<file path="config.mk">
export PLATFORM = sky130hd
export DESIGN_NAME = uart_transmitter
export DESIGN_NICKNAME = d
export VERILOG_FILES = /design/src/rtl/uart_pkg.sv /design/src/rtl/uart_transmitter.sv
export SDC_FILE = /design/constraint.sdc
export NUM_CORES = 1
export LEC_CHECK = 0
export ABC_AREA = 1
export CORE_MARGIN = 4
export CORE_UTILIZATION = 30
export DETAILED_ROUTE_END_ITERATION = 8
export GPL_TIMING_DRIVEN = 0
export MAX_ROUTING_LAYER = met4
export PLACE_DENSITY_LB_ADDON = 0.12
export SLEW_MARGIN = 20
export SYNTH_ARGS = -nofsm -noshare
export SYNTH_HDL_FRONTEND = slang
export SYNTH_SLANG_ARGS = --single-unit
</file>
<file path="constraint.sdc">
create_clock -name clk -period 3.59 [get_ports clk]
set_clock_uncertainty 0.2 [all_clocks]
set_input_delay 0.718 -clock clk [delete_from_list [all_inputs] [get_ports clk]]
set_output_delay 0.718 -clock clk [all_outputs]
set_load 0.05 [all_outputs]
</file>
<file path="src/rtl/uart_pkg.sv">
// Shared UART definitions for the transmit and receive paths.
// Latency: n/a (types and constants only).
// Backpressure: n/a.
package uart_pkg;

  // clk_smp pulses per bit period; one baud generator feeds both directions.
  localparam int OVERSAMPLE = 16;

  // Transmit FSM encodings.
  typedef enum logic [2:0] {
    T_IDLE   = 3'd0,
    T_START  = 3'd1,
    T_DATA   = 3'd2,
    T_PARITY = 3'd3,
    T_STOP   = 3'd4
  } tx_state_t;

  // Receive FSM encodings, kept here so the receiver can share this package.
  typedef enum logic [0:0] {
    R_IDLE   = 1'b0,
    R_SAMPLE = 1'b1
  } rx_state_t;

  // Frame length in bit periods.
  function automatic int frame_bits(input int data_bits, input int parity_en,
                                    input int stop_bits);
    return 1 + data_bits + parity_en + stop_bits;
  endfunction

endpackage

</file>
<file path="src/rtl/uart_transmitter.sv">
// UART transmitter: serialises one byte per accepted request into start/data/[parity]/stop on txd.
// Latency: txd drives the start bit the clk after acceptance; txd_flag pulses as the last stop bit ends.
// Backpressure: txd_ready low from the clk after acceptance until frame end; requests while low are dropped.
//
// Ports:
//   clk, rst_n    system clock, asynchronous active-low reset
//   clk_smp       one-clk enable at OVERSAMPLE x baud (shared with the receiver)
//   txd_en/ready  request handshake, txd_data sampled on acceptance
//   txd           serial line, registered, idles high
//   txd_busy      high while a frame is in flight
//   txd_flag      one-clk pulse at end of frame
module uart_transmitter
  import uart_pkg::*;
#(
  parameter int DATA_BITS  = 8,
  parameter int PARITY_EN  = 0,
  parameter int PARITY_ODD = 0,
  parameter int STOP_BITS  = 1,
  parameter int OVERSAMPLE = uart_pkg::OVERSAMPLE
) (
  input  logic                 clk,
  input  logic                 rst_n,
  input  logic                 clk_smp,
  input  logic                 txd_en,
  input  logic [DATA_BITS-1:0] txd_data,
  output logic                 txd_ready,
  output logic                 txd,
  output logic                 txd_busy,
  output logic                 txd_flag
);

  localparam logic [3:0] SMP_LAST  = 4'(OVERSAMPLE - 1);
  localparam logic [2:0] DATA_LAST = 3'(DATA_BITS - 1);
  localparam logic [2:0] STOP_LAST = 3'(STOP_BITS - 1);
  localparam logic       PAR_INV   = (PARITY_ODD != 0);

  tx_state_t             state, state_nxt;
  logic [3:0]            smp_cnt, smp_cnt_nxt;
  logic [2:0]            bit_cnt, bit_cnt_nxt;
  logic [DATA_BITS-1:0]  shift_reg, shift_nxt;
  logic                  parity_bit, parity_nxt;
  logic                  txd_nxt;
  logic                  flag_nxt;
  logic                  bit_end;

  assign txd_ready = (state == T_IDLE);
  assign txd_busy  = (state != T_IDLE);
  assign bit_end   = clk_smp && (smp_cnt == SMP_LAST);

  always_comb begin
    state_nxt   = state;
    smp_cnt_nxt = smp_cnt;
    bit_cnt_nxt = bit_cnt;
    shift_nxt   = shift_reg;
    parity_nxt  = parity_bit;
    flag_nxt    = 1'b0;
    txd_nxt     = 1'b1;

    // The bit timer only runs inside a frame; it wraps at the bit boundary.
    if (state != T_IDLE && clk_smp) begin
      smp_cnt_nxt = bit_end ? 4'd0 : smp_cnt + 4'd1;
    end

    case (state)
      T_IDLE: begin
        if (txd_en) begin
          state_nxt   = T_START;
          smp_cnt_nxt = 4'd0;
          bit_cnt_nxt = 3'd0;
          shift_nxt   = txd_data;
          parity_nxt  = (^txd_data) ^ PAR_INV;
        end
      end
      T_START: begin
        if (bit_end) begin
          state_nxt   = T_DATA;
          bit_cnt_nxt = 3'd0;
        end
      end
      T_DATA: begin
        if (bit_end) begin
          shift_nxt = shift_reg >> 1;
          if (bit_cnt == DATA_LAST) begin
            bit_cnt_nxt = 3'd0;
            state_nxt   = (PARITY_EN != 0) ? T_PARITY : T_STOP;
          end else begin
            bit_cnt_nxt = bit_cnt + 3'd1;
          end
        end
      end
      T_PARITY: begin
        if (bit_end) begin
          state_nxt   = T_STOP;
          bit_cnt_nxt = 3'd0;
        end
      end
      T_STOP: begin
        // bit_cnt is reused to count stop bits.
        if (bit_end) begin
          if (bit_cnt == STOP_LAST) begin
            state_nxt   = T_IDLE;
            bit_cnt_nxt = 3'd0;
            flag_nxt    = 1'b1;
          end else begin
            bit_cnt_nxt = bit_cnt + 3'd1;
          end
        end
      end
      default: state_nxt = T_IDLE;
    endcase

    // txd is decoded from the next state so the registered pin lines up
    // with the state register and carries no combinational glitches.
    case (state_nxt)
      T_START:  txd_nxt = 1'b0;
      T_DATA:   txd_nxt = shift_nxt[0];
      T_PARITY: txd_nxt = parity_nxt;
      default:  txd_nxt = 1'b1;
    endcase
  end

  always_ff @(posedge clk or negedge rst_n) begin
    if (!rst_n) begin
      state      <= T_IDLE;
      smp_cnt    <= 4'd0;
      bit_cnt    <= 3'd0;
      shift_reg  <= '0;
      parity_bit <= 1'b0;
      txd        <= 1'b1;
      txd_flag   <= 1'b0;
    end else begin
      state      <= state_nxt;
      smp_cnt    <= smp_cnt_nxt;
      bit_cnt    <= bit_cnt_nxt;
      shift_reg  <= shift_nxt;
      parity_bit <= parity_nxt;
      txd        <= txd_nxt;
      txd_flag   <= flag_nxt;
    end
  end

endmodule

</file>
# == Yosys cells after proc, flatten, opt, wreduce, memory -nomap -nowiden ==
# Cells that the tools add are included.
# word_totals
ff_bits,21
output_inout_bits,4
# op_classes
muxes,28
add_sub_neg,2
eq_ne,13
n_reduce_logical,11
# op_table
operator,count
3-bit two-way mux,13
4-bit two-way mux,4
8-bit two-way mux,2
8-bit one-hot mux with 2 select lines,1
3-bit one-hot mux with 5 select lines,1
3-bit by 2-bit == test with 1-bit output (second input constant),4
3-bit one-hot mux with 4 select lines,1
8-bit XOR reduction,1
3-bit by 1-bit == test with 1-bit output (second input constant),2
3-bit == test (second input constant),2
3-bit zero test,2
2-bit inequality test (second input constant),3
1-bit two-way mux,5
5-bit AND reduction,1
4-bit by 1-bit adder with 4-bit output (second input constant),1
4-bit == test (second input constant),1
4-bit nonzero test,1
3-bit by 1-bit adder with 3-bit output (second input constant),1
1-bit one-hot mux with 3 select lines,1
3-bit AND reduction,1
3-bit nonzero test,1
1-bit logical AND,2
2-bit by 1-bit inequality test with 1-bit output (second input constant),1
2-bit nonzero test,1
2-bit OR reduction,1

# == Longest topological paths before layout ==
# Gate-level depths: netlist of the first run.
# logic_depth
ltp_word,6
mapped_depth,11
depth_no_buf,11

# == Least setup slack after synthesis of the first run ==
# Ideal clock, no wire load.
# synth_path
path_kind,reg2out
from,register state[0]
to,output txd_ready
arrival_time_ns,0.957
n_path_buf,0
path_stages_with_launch,4
slack_ns,1.715
t_required_ns,2.672
path_cell_list,dfrtp_1 nor2_2 nand2_4 inv_4
# synth_between
elab_chain_len,1
# synth_lines
item,line,text
from (decl),uart_transmitter.sv:37,"tx_state_t state, state_nxt;"
from (signal assigned),uart_transmitter.sv:132,state <= state_nxt;
3-bit zero test,uart_transmitter.sv:46,assign txd_ready = (state == T_IDLE);
to (decl),uart_transmitter.sv:26,"output logic txd_ready,"
# Every way passes these cells.

# == Final worst setup path of the first run ==
# Same ends and word-level chain as after synthesis.

==> impl_results.md, run 1 <==
- Max reg flops: 8
- DRC: 0
- CP Max Fanout: 6
- Post-Syn Area: 1330 sq um
- Routability cong.: 0.779
- Cell variety after synth: 31
- Overall Power: 0.000840 W
- Met3 wire length: 129 um
- P_leak: 0.832 nW
- Total die area: 5560 sq um
- Total global routing overflow: 0
- Largest net degree at the start of global routing: 22
- CTS Sinks: 21
- PnR worst setup slack: 0.744 ns
- # IOs: 16
- Met1 wire length: 1280 um
- CTS tree: built
- Share of flip-flops with an asynchronous set or reset: 1.00
- Fin cells: 248
- CTS resizes: 0
- Tmin final: 2.85 ns
- Startpoint Class: flip-flop
- Post-synth EDFFs: 0
- Hold WC Path Type: primary input to asynchronous set/reset pin
- Aggregate routed wire length: 2690 um
- Maximum level of the CTS H-tree: 1
- CTS Buf Count: 3
- Nets: 215
- Largest area contributor in the netlist: dfrtp_1
- Max-slew headroom: 0.667
- Post-synthesis sequential area ratio: 0.396
- Uppermost layer routed: met4
- Post-Place Cells: 244
- Post-Syn Instances: 179
- Final Hold Vio Count: 0
- N_diodes: 0
- Post-DP HPWL: 2140 um
- RSZ-0062 raised after global routing: no
- Initial DRT Pass Iterations: 4
- Die Y-Extent: 74.6 um
- Design area: 1580 sq um
- Post-Syn Area per Cell: 7.43 sq um
- Total number of vias: 1141
- Met2 routed WL: 1260 um
- Synth top area share: 0.376
- Antenna Nets Post-Route: 0
- Max_cap viols: 0
- Dominant synthesized flop cell: dfrtp_1
- Commonest cells in the netlist: 63 x nand2_1, 25 x inv_1, 20 x dfrtp_1
- PortBufs: 15
- Layout cells sized above 1: 0.131
- Setup violators final: 0
- Pwr dens: 530 nW/um^2
- Clock-pin slew on the worst setup and hold paths: 0.08 ns
- Worst setup EP type: primary output
- Row cnt: 23
- Most common cell in the netlist: nand2_1
- Arrival @ worst endpoint: 1.93 ns
- Post-CTS setup buffer count: 0
- Post-Place Worst Slack: 1.03 ns
- Area contributors post-synth: dfrtp_1 38%, nand2_1 18%, inv_1 7.1%
- Core area: 4140 sq um
- Hold Buf Count CTS: 0
- Worst-Margin Slew: 0.499 ns
- Number of global-route vias before repair: 1089
- Number of warnings issued by yosys: 0
- Outcome: completed
- Clk_lat worst skew: 0.27 ns
- Initial Util: 0.321
- Die Width: 74.6 um
- Initial antenna violation count: 0
- Highest ir drop seen on vdd: 0.000280 V
- Register bit total from synthesis: 21
- Max Transition Viols Final: 0
- CP Class: flip-flop to primary output
- Critical Path RT: 2.67 ns
- Average wire per standard cell: 10.9 um
- Placed inst area: 1540 sq um
- Max Root-Sink Buffers: 2
- Iter 0 DRT Violations: 33
- Total GRT Usage: 0.116
- Fmax: 351 MHz
- Setup TNS: 0 ns
- Root cell of the clock tree: clkbuf_8
- Vias/cell: 4.60
- Net Count, Synth: 195
- First-pass GRT wire length: 4840 um
- Tcrit/Tclk final: 0.793
- Area delta synth->final: 19.1%
-- metal layers --
metal	vias up	GRT usage
li1	602	-
met1	520	0.147
met2	15	0.185
met3	4	0.0324
met4	0	0.0237
met5	-	-
-- critical path, stage by stage, from the launching register on --
cell and delay, ns:
dfrtp_1 0.44, nor2_2 0.19, nand2_4 0.12, inv_4 0.10, clkdlybuf4s50_1 0.81
-- where the power goes --
| part | switching [W] | leakage, nW | internal (W) |
|---|---|---|---|
| logic | 0.000200 | 0.539 | 0.000119 |
| registers | 0.0000520 | 0.267 | 0.000308 |
| clock network | 0.0000835 | 0.0255 | 0.0000776 |
| total | 0.000335 | 0.832 | 0.000505 |
-- worst paths after layout --
path	startpoint	endpoint	slack, ns	depth (start not counted)
min in group clk	shift_reg[2]$_DFFE_PN0P_	shift_reg[2]$_DFFE_PN0P_	0.29	2
setup reg to reg	smp_cnt[0]$_DFF_PN0_	shift_reg[4]$_DFFE_PN0P_	1.80	9
hold / removal	rst_n	txd_flag$_DFF_PN0_	0.20	1
hold reg to reg	shift_reg[2]$_DFFE_PN0P_	shift_reg[2]$_DFFE_PN0P_	0.29	2
max in group asynchronous	rst_n	txd$_DFF_PN1_	2.64	1
setup / recovery	state[0]$_DFF_PN0_	txd_ready	0.74	4
-- cells in the final DEF (no fill, tap or decap), drive strengths merged --
cell / n
or2: 1
nand3: 8
a22oi: 5
o211ai: 1
nor3: 2
inv: 32
dfrtp: 20
o221ai: 2
nand4: 1
o21ai: 11
dfstp: 1
nor4: 1
nand2: 68
ha: 4
clkinv: 1
o22ai: 1
clkbuf: 3
a21oi: 2
xnor2: 1
xor2: 1
a21boi: 1
buf: 1
nor2: 16
clkdlybuf4s50: 14
-- stage by stage --
step	hold slack, ns	utilization
after floorplan	0.222	-
after global placement	0.265	0.372
after detailed placement	0.269	0.372
after CTS	0.290	0.383
after global routing	0.232	0.382
final	0.197	0.382
-- area by class of cell --
| type | instances | area (sq um) |
|---|---|---|
| Tap cell | 50 | 62.6 |
| Timing Repair Buffer | 15 | 145 |
| Clock inverter | 1 | 5.00 |
| Clock buffer | 3 | 41.3 |
| Inverter | 32 | 123 |
| Multi-Input combinational cell | 126 | 681 |
| Sequential cell | 21 | 527 |
| Fill cell | 449 | 2560 |
-- cells by family after synthesis --
group	synth area share
xor gates and xnor gates	0.0132
and+or+nand+nor	0.350
buffers and inverters	0.0922
DFF	0.396
adders and majority gates	0.0376
AOI/OAI and AO/OA	0.111
Power figures use the tool's default switching activity.
==> run 2: changes to the inputs <==
==> constraint.sdc (replaced) <==
create_clock -name clk -period 2.37 [get_ports clk]
set_clock_uncertainty 0.2 [all_clocks]
set_input_delay 0.474 -clock clk [delete_from_list [all_inputs] [get_ports clk]]
set_output_delay 0.474 -clock clk [all_outputs]
set_load 0.05 [all_outputs]
==> run 2 against run 1 <==
Compared with the run above: setup slack got worse by 0.62 ns; sequential share of layout area fell by 0.079 points; highest routed layer unchanged; utilization rose by 0.091 points; non-clock buffer count rose by 1; critical endpoint is now txd.
==> impl_results.md, run 2 (synthesized netlist as in run 1, its figures left out) <==
- Row cnt: 23 (unchanged)
- Worst hold start: shift_reg[2]$_DFFE_PN0P_
- CTS Sinks: 21 (unchanged)
- N_diodes: 0 (unchanged)
- Final Hold Vio Count: 0 (unchanged)
- PortBufs: 15 (unchanged)
- RSZ-0062 raised after global routing: no (unchanged)
- CP top delay family: buffers and inverters (unchanged)
- Setup violators final: 0 (unchanged)
- Critical Path RT: 1.70 ns (was 2.67 ns)
- P_leak: 0.836 nW (was 0.832 nW)
- Maximum level of the CTS H-tree: 1 (unchanged)
- Aggregate routed wire length: 2700 um (was 2690 um)
- Crit path max-delay cell type: clkdlybuf4s50_1 (unchanged)
- Overall Power: 0.00127 W (was 0.000840 W)
- Max_cap viols: 0 (unchanged)
- Total number of vias: 1144 (was 1141)
- Post-Place Worst Slack: 0.0531 ns (was 1.03 ns)
- Root cell of the clock tree: clkbuf_8 (unchanged)
- Max reg flops: 8 (unchanged)
- Vias/cell: 4.59 (was 4.60)
- CP Max Fanout: 1 (was 6)
- Fmax: 445 MHz
- Post-CTS setup buffer count: 0 (unchanged)
- Max-slew headroom: 0.672 (was 0.667)
- Average wire per standard cell: 10.8 um (was 10.9 um)
- Max Root-Sink Buffers: 2 (unchanged)
- Reg2Reg Setup Slack: 0.58 ns (was 1.80 ns)
- CTS Buf Count: 3 (unchanged)
- Buf+Inv Stages, Crit Path: 1 (was 2)
- Core area: 4140 sq um (unchanged)
- First-pass GRT wire length: 4840 um (unchanged)
- # IOs: 16 (unchanged)
- Max Transition Viols Final: 0 (unchanged)
- Arrival @ worst endpoint: 1.57 ns (was 1.93 ns)
- Largest net degree at the start of global routing: 22 (unchanged)
- Post-DP HPWL: 2140 um (unchanged)
- Clock-pin slew on the worst setup and hold paths: 0.08 ns (about the same)
- Die Y-Extent: 74.6 um (unchanged)
- CTS tree: built (unchanged)
- Routability cong.: 0.779 (unchanged)
- Setup TNS: 0 ns (unchanged)
- Antenna Nets Post-Route: 0 (unchanged)
- Filler Cell Count: 448 (was 449)
- Most frequent cells in the layout: 63 x nand2_1, 25 x inv_1, 20 x dfrtp_1 (unchanged)
- PnR worst setup slack: 0.122 ns (was 0.744 ns)
- Tcrit/Tclk final: 0.949
- Total global routing overflow: 0 (unchanged)
- Clk_lat worst skew: 0.27 ns (about the same)
- R2R Path Start: smp_cnt[0]$_DFF_PN0_ (unchanged)
- Initial DRT Pass Iterations: 4 (unchanged)
- Tmin final: 2.25 ns
- Worst R2R End: shift_reg[4]$_DFFE_PN0P_ (unchanged)
- WHS Endpoint: shift_reg[2]$_DFFE_PN0P_
- Critical path, cell by cell: clkdlybuf4s50_1 (was nor2_2 -> nand2_4 -> inv_4 -> clkdlybuf4s50_1)
- Worst-Margin Slew: 0.490 ns (was 0.499 ns)
- Number of global-route vias before repair: 1089 (unchanged)
- Hold WC Path Type: flip-flop to flip-flop (was primary input to asynchronous set/reset pin)
- R2r worst-path depth: 9 (unchanged)
- Outcome: completed (unchanged)
- Pwr dens: 798 nW/um^2 (was 530 nW/um^2)
- Startpoint Class: flip-flop (unchanged)
- Area delta synth->final: 19.4% (was 19.1%)
- Worst setup EP type: primary output (unchanged)
- Placed inst area: 1540 sq um (unchanged)
- Highest ir drop seen on vdd: 0.000424 V (was 0.000280 V)
- Largest stage delay on the critical path: 0.79 ns (was 0.81 ns)
- Initial Util: 0.321 (unchanged)
- Initial antenna violation count: 0 (unchanged)
- Total GRT Usage: 0.116 (unchanged)
- Layout cells sized above 1: 0.136 (was 0.131)
- Nets: 216 (was 215)
- Die Width: 74.6 um (unchanged)
- Design area: 1590 sq um (was 1580 sq um)
- Most common cell after layout, fill and taps aside: nand2_1 (unchanged)
- Hold path depth: 2
- Total die area: 5560 sq um (unchanged)
- DRC: 0 (unchanged)
- Final Util: 0.383 (was 0.382)
- Iter 0 DRT Violations: 33 (unchanged)
- CP Class: flip-flop to primary output (unchanged)
==> run 2: cell types whose count changed in the layout (fill, tap and decap cells not counted), sizes merged <==
cell | previous run | this run
clkbuf | 3 | 4
dlygate4sd3 | 0 | 1
dlygate4sd2 | 0 | 1
clkdlybuf4s50 | 14 | 12
==> run 2: worst max path at each step <==
stage | startpoint | end | slack [ns] | depth (start not counted)
2_1_floorplan | state[0]$_DFF_PN0_ | txd_ready | 0.74 | 3
3_3_place_gp | state[0]$_DFF_PN0_ | txd_ready | 0.07 | 4
3_5_place_dp | state[0]$_DFF_PN0_ | txd_ready | 0.05 | 4
4_1_cts | state[0]$_DFF_PN0_ | txd_ready | 0.02 | 4
5_1_grt | txd$_DFF_PN1_ | txd | 0.08 | 1
6_report | txd$_DFF_PN1_ | txd | 0.12 | 1
==> run 2: area by class of cell <==
cell class	instances	area, sq um	area share
inverters	32	123	0.0772
multi-input cells	126	681	0.429
clock inverters	1	5.00	0.00315
clock buffers	3	41.3	0.0260
well taps	50	62.6	0.0394
repair buffers	16	149	0.0938
flip-flops and latches	21	527	0.332
==> run 2: repair_timing <==
action	4_1_cts	5_1_grt
endpoints found under the setup margin	2	1
hold buffers	0	1
hold endpoints to repair	0	20
resized for setup	2	2
==> run 2: per-stage QoR <==
stage	std cells	hold WS, ns
6_report	249	0.289
5_1_grt	249	0.317
4_1_cts	248	0.290
3_5_place_dp	244	0.269
3_3_place_gp	244	0.265
2_1_floorplan	179	-0.0216
==> run 2: where the power goes <==
group	total (W)	leakage [nW]	internal [W]	switching [W]
logic	0.000477	0.543	0.000174	0.000302
clock network	0.000244	0.0255	0.000117	0.000127
registers	0.000546	0.267	0.000467	0.0000787
total	0.00127	0.836	0.000759	0.000508
==> run 2: layer usage <==
layer / up-vias / wire length [um] / GRT usage
li1: 604 / - / -
met4: 0 / 24 / 0.0237
met1: 521 / 1280 / 0.147
met3: 4 / 124 / 0.0324
met5: - / 0 / -
met2: 15 / 1270 / 0.185
